==> config.mk <==
export PLATFORM = sky130hd
export DESIGN_NAME = seq_timer_sched
export DESIGN_NICKNAME = d
export VERILOG_FILES = /design/src/rtl/seq_timer_pkg.sv /design/src/rtl/rr_arbiter.sv /design/src/rtl/seq_timer_sched.sv
export SDC_FILE = /design/constraint.sdc
export NUM_CORES = 1
export LEC_CHECK = 0
export CORE_MARGIN = 2
export CORE_UTILIZATION = 55
export CTS_CLUSTER_DIAMETER = 40
export DETAILED_ROUTE_END_ITERATION = 6
export GPL_TIMING_DRIVEN = 0
export PLACE_DENSITY = 0.84
export SETUP_SLACK_MARGIN = 0.4
export SLEW_MARGIN = 20
export SYNTH_ARGS = -nofsm -noshare
export SYNTH_HDL_FRONTEND = slang
export SYNTH_HIERARCHICAL = 1
export SYNTH_SLANG_ARGS = --single-unit
==> constraint.sdc <==
create_clock -name clk -period 4.8 [get_ports clk]
set_input_delay 0.48 -clock clk [delete_from_list [all_inputs] [get_ports clk]]
set_output_delay 0.48 -clock clk [all_outputs]
set_load 0.02 [all_outputs]
==> src/rtl/seq_timer_pkg.sv <==
// Shared definitions for the sequential timer scheduler.
// Holds the FSM state encoding and default sizing parameters.
package seq_timer_pkg;

    localparam int NREQ_DEF = 4;
    localparam int DW_DEF   = 12;
    localparam int IW_DEF   = 2;

    typedef enum logic {
        ST_IDLE = 1'b0,
        ST_RUN  = 1'b1
    } state_e;

endpackage

==> src/rtl/rr_arbiter.sv <==
// Round-robin arbiter: picks the first pending index at or after rr_ptr.
// Ports: pending (NREQ) and rr_ptr (IW) in; gnt_vld and gnt_idx (IW) out.
// Purely combinational.
module rr_arbiter
    import seq_timer_pkg::*;
#(
    parameter int NREQ = NREQ_DEF,
    parameter int IW   = IW_DEF
) (
    input  logic [NREQ-1:0] pending,
    input  logic [IW-1:0]   rr_ptr,
    output logic            gnt_vld,
    output logic [IW-1:0]   gnt_idx
);

    logic [IW:0]   sum;
    logic [IW-1:0] k;

    // Scan from rr_ptr upward with wrap; first hit wins.
    always_comb begin
        gnt_vld = 1'b0;
        gnt_idx = '0;
        sum     = '0;
        k       = '0;
        for (int i = 0; i < NREQ; i++) begin
            sum = {1'b0, rr_ptr} + (IW+1)'(i);
            if (sum >= (IW+1)'(NREQ)) begin
                sum = sum - (IW+1)'(NREQ);
            end
            k = sum[IW-1:0];
            if (!gnt_vld && pending[k]) begin
                gnt_vld = 1'b1;
                gnt_idx = k;
            end
        end
    end

endmodule

==> src/rtl/seq_timer_sched.sv <==
// Shares one one-shot timer among NREQ requesters with round-robin service.
// Ports: clk, reset (sync, high), enable, req_strb, dur (packed counts) in;
// done, busy, gnt_idx, cntr out. Optional macro TIMER_ABORT_EN adds
// abort_strb in and aborted out.
module seq_timer_sched
    import seq_timer_pkg::*;
#(
    parameter int NREQ = NREQ_DEF,
    parameter int DW   = DW_DEF,
    parameter int IW   = IW_DEF
) (
    input  logic             clk,
    input  logic             reset,
    input  logic             enable,
    input  logic [NREQ-1:0]  req_strb,
    input  logic [NREQ*DW-1:0] dur,
`ifdef TIMER_ABORT_EN
    input  logic             abort_strb,
    output logic [NREQ-1:0]  aborted,
`endif
    output logic [NREQ-1:0]  done,
    output logic             busy,
    output logic [IW-1:0]    gnt_idx,
    output logic [DW-1:0]    cntr
);

    state_e          state_q, state_d;
    logic [NREQ-1:0] pending_q, pending_d;
    logic [NREQ-1:0] pend_clr;
    logic [DW-1:0]   dur_q [NREQ];
    logic [DW-1:0]   dur_d [NREQ];
    logic [DW-1:0]   dur_run_q, dur_run_d;
    logic [DW-1:0]   cntr_q, cntr_d;
    logic [IW-1:0]   gnt_q, gnt_d;
    logic [IW-1:0]   rr_q, rr_d;
    logic [IW-1:0]   rr_nxt;
    logic [NREQ-1:0] done_q, done_d;
    logic            arb_vld;
    logic [IW-1:0]   arb_idx;
`ifdef TIMER_ABORT_EN
    logic [NREQ-1:0] aborted_q, aborted_d;
`endif

    rr_arbiter #(
        .NREQ(NREQ),
        .IW  (IW)
    ) u_arb (
        .pending(pending_q),
        .rr_ptr (rr_q),
        .gnt_vld(arb_vld),
        .gnt_idx(arb_idx)
    );

    assign rr_nxt = (gnt_q == IW'(NREQ-1)) ? '0 : gnt_q + 1'b1;

    always_comb begin
        state_d   = state_q;
        cntr_d    = cntr_q;
        gnt_d     = gnt_q;
        rr_d      = rr_q;
        dur_run_d = dur_run_q;
        done_d    = '0;
        pend_clr  = '0;
`ifdef TIMER_ABORT_EN
        aborted_d = '0;
`endif
        unique case (state_q)
            ST_IDLE: begin
                if (enable && arb_vld) begin
                    gnt_d          = arb_idx;
                    dur_run_d      = dur_q[arb_idx];
                    pend_clr[arb_idx] = 1'b1;
                    cntr_d         = '0;
                    state_d        = ST_RUN;
                end
            end
            ST_RUN: begin
                if (enable) begin
`ifdef TIMER_ABORT_EN
                    if (abort_strb) begin
                        aborted_d[gnt_q] = 1'b1;
                        rr_d    = rr_nxt;
                        state_d = ST_IDLE;
                    end else
`endif
                    if (cntr_q == dur_run_q) begin
                        done_d[gnt_q] = 1'b1;
                        rr_d    = rr_nxt;
                        state_d = ST_IDLE;
                    end else begin
                        cntr_d = cntr_q + 1'b1;
                    end
                end
            end
        endcase
    end

    // A new strobe wins over the grant clear, so an owner can re-queue.
    always_comb begin
        pending_d = (pending_q & ~pend_clr) | req_strb;
        dur_d     = dur_q;
        for (int i = 0; i < NREQ; i++) begin
            if (req_strb[i]) begin
                dur_d[i] = dur[i*DW +: DW];
            end
        end
    end

    always_ff @(posedge clk) begin
        if (reset) begin
            state_q   <= ST_IDLE;
            pending_q <= '0;
            dur_q     <= '{default: '0};
            dur_run_q <= '0;
            cntr_q    <= '0;
            gnt_q     <= '0;
            rr_q      <= '0;
            done_q    <= '0;
`ifdef TIMER_ABORT_EN
            aborted_q <= '0;
`endif
        end else begin
            state_q   <= state_d;
            pending_q <= pending_d;
            dur_q     <= dur_d;
            dur_run_q <= dur_run_d;
            cntr_q    <= cntr_d;
            gnt_q     <= gnt_d;
            rr_q      <= rr_d;
            done_q    <= done_d;
`ifdef TIMER_ABORT_EN
            aborted_q <= aborted_d;
`endif
        end
    end

    assign done    = done_q;
    assign busy    = (state_q == ST_RUN);
    assign gnt_idx = gnt_q;
    assign cntr    = cntr_q;
`ifdef TIMER_ABORT_EN
    assign aborted = aborted_q;
`endif

endmodule
# Word level (Yosys, flattened, before mapping)
# Index checks and enable logic that the tools add are counted.
# W data, S select, Z words.
# classes
eq_ne	5
n_reduce_logical	13
bitwise	7
order_cmp	13
n_addsub	9
mux	38
# ops
op	count
$mux W12	5
$bmux W12 S2	1
$pmux W12 S2	1
$lt A2 B3 Y1 const B	6
$mux W2	9
$mux W1	13
$add A12 B1 Y12 const B	1
$eq A12 B12 Y1	1
$ge A3 B3 Y1 const B	4
$bmux W1 S2	4
$mux W4	2
$sub A2 B1 Y2 const B	4
$add A2 B2 Y3 const B	2
$logic_and A1 B1 Y1	6
$ne A2 B2 Y1 const B	3
$reduce_and A3 Y1	2
$and A4 B4 Y4	1
$demux W1 S2	2
$ge A2 B1 Y1 const B	2
$not A4 Y4	1
$or A4 B4 Y4	1
$reduce_or A4 Y1	1
$add A2 B1 Y3 const B	1
$ge A2 B3 Y1 const B	1
other kinds (7)	11
# totals
register_bits	85
inputBits	55
out_inout_bits	19

# Depth between registers and ports, before layout
# logic_depth
word_depth	23
depth_mapped	8
ltp_nobuf	7

# Cells and area by module
# Netlist, hierarchy kept.
# by_module_without_submodules
module	cells_each	instances	area_per_inst_um2
seq_timer_sched	379	1	3643.5
rr_arbiter	15	1	77.6

# Least setup slack after synthesis
# Ideal clock, no wire load.
# synth_timing
kind	reg2reg
startpoint	register pending_q[1]
endpoint	register dur_run_q[10]
arrival_ps	1962
period_less_slack_ps	2094
setup_ps	132
slack_ps	2706
n_path_buf	2
stages_incl_launch_ff	9
cell_sequence	dfxtp_1 -> inv_1 -> a221o_1 -> a21oi_1 -> buf_2 -> buf_2 -> mux4_2 -> nand2_1 -> a21oi_1
# synth_via
elab_chain_len	16
elab_cells_between_ends	28
# synth_rtl
item	line	rtl
from (decl)	seq_timer_sched.sv:28	logic [NREQ-1:0] pending_q, pending_d;
from (signal assigned)	seq_timer_sched.sv:124	pending_q <= pending_d;
$bmux W1 S2	rr_arbiter.sv:31	if (!gnt_vld && pending[k]) begin
$mux W1 (implied by the code)	rr_arbiter.sv:31	
$mux W1	rr_arbiter.sv:31	
$logic_not A1 Y1	rr_arbiter.sv:31	
$logic_and A1 B1 Y1	rr_arbiter.sv:31	
$mux W1	rr_arbiter.sv:31	
$logic_not A1 Y1	rr_arbiter.sv:31	
$logic_and A1 B1 Y1	rr_arbiter.sv:31	
$mux W1	rr_arbiter.sv:31	
$logic_not A1 Y1	rr_arbiter.sv:31	
$logic_and A1 B1 Y1	rr_arbiter.sv:31	
$mux W2 *	rr_arbiter.sv:31	
net arb_idx[0]	seq_timer_sched.sv:39	logic [IW-1:0] arb_idx;
$not A2 Y3 (implied by the code) *	seq_timer_sched.sv:71	dur_run_d = dur_q[arb_idx];
$bmux W12 S2 *	seq_timer_sched.sv:71	
$mux W12 (implied by the code) * (2 in a row)	seq_timer_sched.sv:71	
to (signal assigned)	seq_timer_sched.sv:126	dur_run_q <= dur_run_d;
to (decl)	seq_timer_sched.sv:32	logic [DW-1:0] dur_run_q, dur_run_d;
# The timed path passes the listed nets; every way through them passes the cells marked *. The select of a mux whose other input is x is not followed.
# A chain may end at the register's enable or synchronous reset.

# Worst setup path after layout
# layout_timing
startpoint	register pending_q[1]
endpoint	register dur_run_q[8]
# Same word-level chain as after synthesis.

==> results.py <==
metrics = {
    "run_status": {
        "status": "completed",
    },
    "critical_path": {
        "critical_path_class": "reg2reg",
        "critPathBufInv": 3,
        "cp-startpoint": "pending_q[1]$_SDFF_PP0_",
        "worst_ep_required_time_ps": 5020,
        "crit_chain": "inv_1 -> a221o_1 -> a21oi_1 -> buf_2 -> buf_2 -> mux4_2 -> nand2_1 -> a21oi_1",
        "crit_family": "buffers and inverters",
        "worst_path_max_delay_cell": "mux4_2",
        "critPathCaptureType": "flip-flop",
        "timing.rr.start": "pending_q[1]$_SDFF_PP0_",
        "crit_path_max_incr_delay_ps": 580,
        "cp-start-kind": "flip-flop",
        "crit_fanout": 10,
        "cp.arrival_ps": 2670,
    },
    "power": {
        "p_int_uw": 1120,
        "power_density_mw_per_mm2": 330,
        "power_frac_comb": 0.168,
        "peakVddDrop_mv": 0.253,
        "p_clk_frac": 0.340,
        "p_sw_uw": 431,
        "power_frac_seq": 0.492,
        "p_leak_uw": 0.00192,
        "switching_share": 0.277,
    },
    "global_routing": {
        "grt_pass1_wl_mm": 14.7,
        "grt_overflow": 0,
        "grt_pass1_vias": 3164,
        "grt_max_degree": 16,
        "grt.total_usage": 0.254,
        "grt_antenna_before_repair": 0,
    },
    "layout": {
        "insertedDiodeCount": 0,
        "nNetsFinal": 534,
        "final_util": 0.730,
        "drive_gt1_frac": 0.0752,
        "syn2layout_area_growth_pct": 26.7,
        "fillers": 490,
    },
    "synth": {
        "yosysSeqAreaShare": 0.457,
        "avgSynthCellArea_um2": 9.44,
        "synth_seq_cells": 85,
        "synth-warning-count": 6,
        "ys_async_sr_fraction": 0,
        "synth-edff-count": 0,
        "ys.flop_type": "dfxtp_1",
        "syn_area_mm2": 0.00372,
        "syn_nets": 454,
        "synth_cell_type_count": 36,
        "netlist_instances": 394,
    },
    "sta": {
        "hold_viol": 0,
        "tns_ps": 0,
        "timing.fmax_mhz": 408,
        "rsz0062_at_grt": "false",
        "post-route-min-period_ps": 2450,
        "worstMarginPinSlew_ps": 787,
        "period_share": 0.511,
        "finalSetupViolCount": 0,
        "maxSlewHeadroom": 0.475,
        "worst_clock_skew_ps": 11.4,
        "slew_violations": 0,
    },
    "clock_tree": {
        "clock-root-buffer": "clkbuf_8",
        "clkSlewWorstSetupHoldPaths_ps": 90,
        "hold_buffers": 0,
        "cts_tree": "built",
        "clkLatencyLatePin_ps": 350,
        "cts_sinks": 85,
        "htree_levels": 3,
        "post_cts_resized": 0,
        "clockBufferDepth": 2,
        "postCtsSetupBuffers": 0,
        "cts_made_buffers": 9,
    },
    "worst_hold_path": {
        "hp-class": "reg2reg",
        "min_from": "dur_run_q[0]$_SDFFE_PP0P_",
    },
    "detailed_routing": {
        "drt-initial-drc-count": 171,
        "vias": 3263,
        "vias_per_cell": 5.87,
        "drcViolationCount": 0,
        "drt_pass1_iterations": 7,
        "wirelength_mm": 9.21,
        "drtAntennaViolNets": 0,
        "wl_per_cell_um": 16.6,
    },
    "floorplanning": {
        "die_area_mm2": 0.00744,
        "ios": 74,
        "core_mm2": 0.00646,
        "die_width_um": 86.3,
        "fp-row-count": 29,
        "start_util": 0.576,
        "die_h_um": 86.3,
    },
    "place": {
        "hpwl_mm": 6.64,
        "portBuffers": 69,
        "gp_congestion": 0.866,
    },
    "run": {
        "maxCapViolCount": 0,
    },
}
==> power groups by stage <==
stage	sequential [µW]	clock (µW)	combinational (µW)
finish	765	528	262
global route	769	560	283
CTS	764	528	260
detailed placement	780	0	257
global placement	777	0	251
floorplan	776	0	161
==> area by class of cell <==
type,count,area [µm²],area share
multi-input cells,271,1860,0.395
plain buffers,27,114,0.0242
repair buffers,69,691,0.146
clock buffers,10,138,0.0292
flip-flops and latches,85,1700,0.361
inverters,11,41.3,0.00876
well taps,77,96.3,0.0204
clock inverters,6,68.8,0.0146
==> final timing paths <==
kind,endpoint,slack [ps],cells past startpoint
max,dur_run_q[8]$_SDFFE_PP0P_,2350,8
min,dur_run_q[0]$_SDFFE_PP0P_,470,2
max reg2reg,dur_run_q[8]$_SDFFE_PP0P_,2350,8
min reg2reg,dur_run_q[0]$_SDFFE_PP0P_,470,2
==> layout by cell type (no fill, tap or decap), types with 2 or more instances in the layout <==
cell type / Yosys / routed
clkbuf_1: 17 / 17
or3_1: 2 / 2
nand2_1: 40 / 40
dfxtp_1: 85 / 85
a21oi_1: 29 / 29
nor2b_1: 4 / 4
nor3_1: 4 / 4
mux2i_1: 49 / 49
buf_2: 4 / 4
ha_1: 5 / 5
buf_1: 5 / 5
inv_6: 0 / 2
nand2b_1: 4 / 4
clkdlybuf4s50_1: 0 / 69
nand4_1: 2 / 2
inv_1: 10 / 10
xor2_1: 12 / 12
nand3_1: 5 / 5
nor4_1: 5 / 5
o21a_1: 2 / 2
mux4_2: 12 / 12
a31oi_1: 15 / 15
and3_1: 3 / 3
nor2_1: 57 / 57
and2_1: 4 / 4
o21ai_0: 6 / 6
a31o_2: 2 / 2
clkbuf_8: 0 / 10
==> flip-flops by register name, indices dropped and copies added (netlist names) <==
signal,count
dur_q,48
rr_q,2
pending_q,4
gnt_idx,2
busy,1
done,4
dur_run_q,12
cntr,12
==> synth_stat cells, drive strengths merged (7+ instances only) <==
cell	n	area share
a21oi	29	0.039
a31oi	15	0.025
buf	10	0.013
clkbuf	17	0.017
dfxtp	85	0.46
inv	11	0.011
mux2i	49	0.13
mux4	12	0.073
nand2	40	0.040
nor2	57	0.057
o21ai	7	0.0094
xor2	12	0.028
==> worst reg2reg max path: cells and delay by family (launching register included) <==
kind	cells	cell delay (ps)
buffers and inverters	3	700
muxes	1	580
AOI/OAI and AO/OA	3	570
DFF	1	380
and+or+nand+nor	1	100
==> per-layer routing <==
layer,share of wire,GRT usage,up-vias
li1,-,-,1532
met1,0.41,0.310,1545
met2,0.51,0.458,156
met3,0.063,0.0343,30
met4,0.022,0.0909,0
met5,0,0,-
==> through the flow <==
step           worst slack (ps)  hold slack (ps)  cell area (µm²)  power, µW  instances
3_3_place_gp               2390              455             4510       1030        540
2_1_floorplan              2710              448             3720        937        394
5_1_grt                    2180              491             4710       1610        556
4_1_cts                    2340              474             4710       1550        556
3_5_place_dp               2360              463             4510       1040        540
6_report                   2350              471             4710       1550        556
==> cells by family (layout without fill, tap and decap cells) <==
kind of cell               Yosys count  count (layout)  synth area share
AOI/OAI and AO/OA                   60              60            0.0948
xor gates and xnor gates            12              12            0.0282
adders and majority gates            5               5            0.0168
buffers and inverters               38             123            0.0417
DFF                                 85              85             0.457
muxes                               61              61             0.204
and+or+nand+nor                    133             133             0.157
Power figures use the tool's default switching activity.
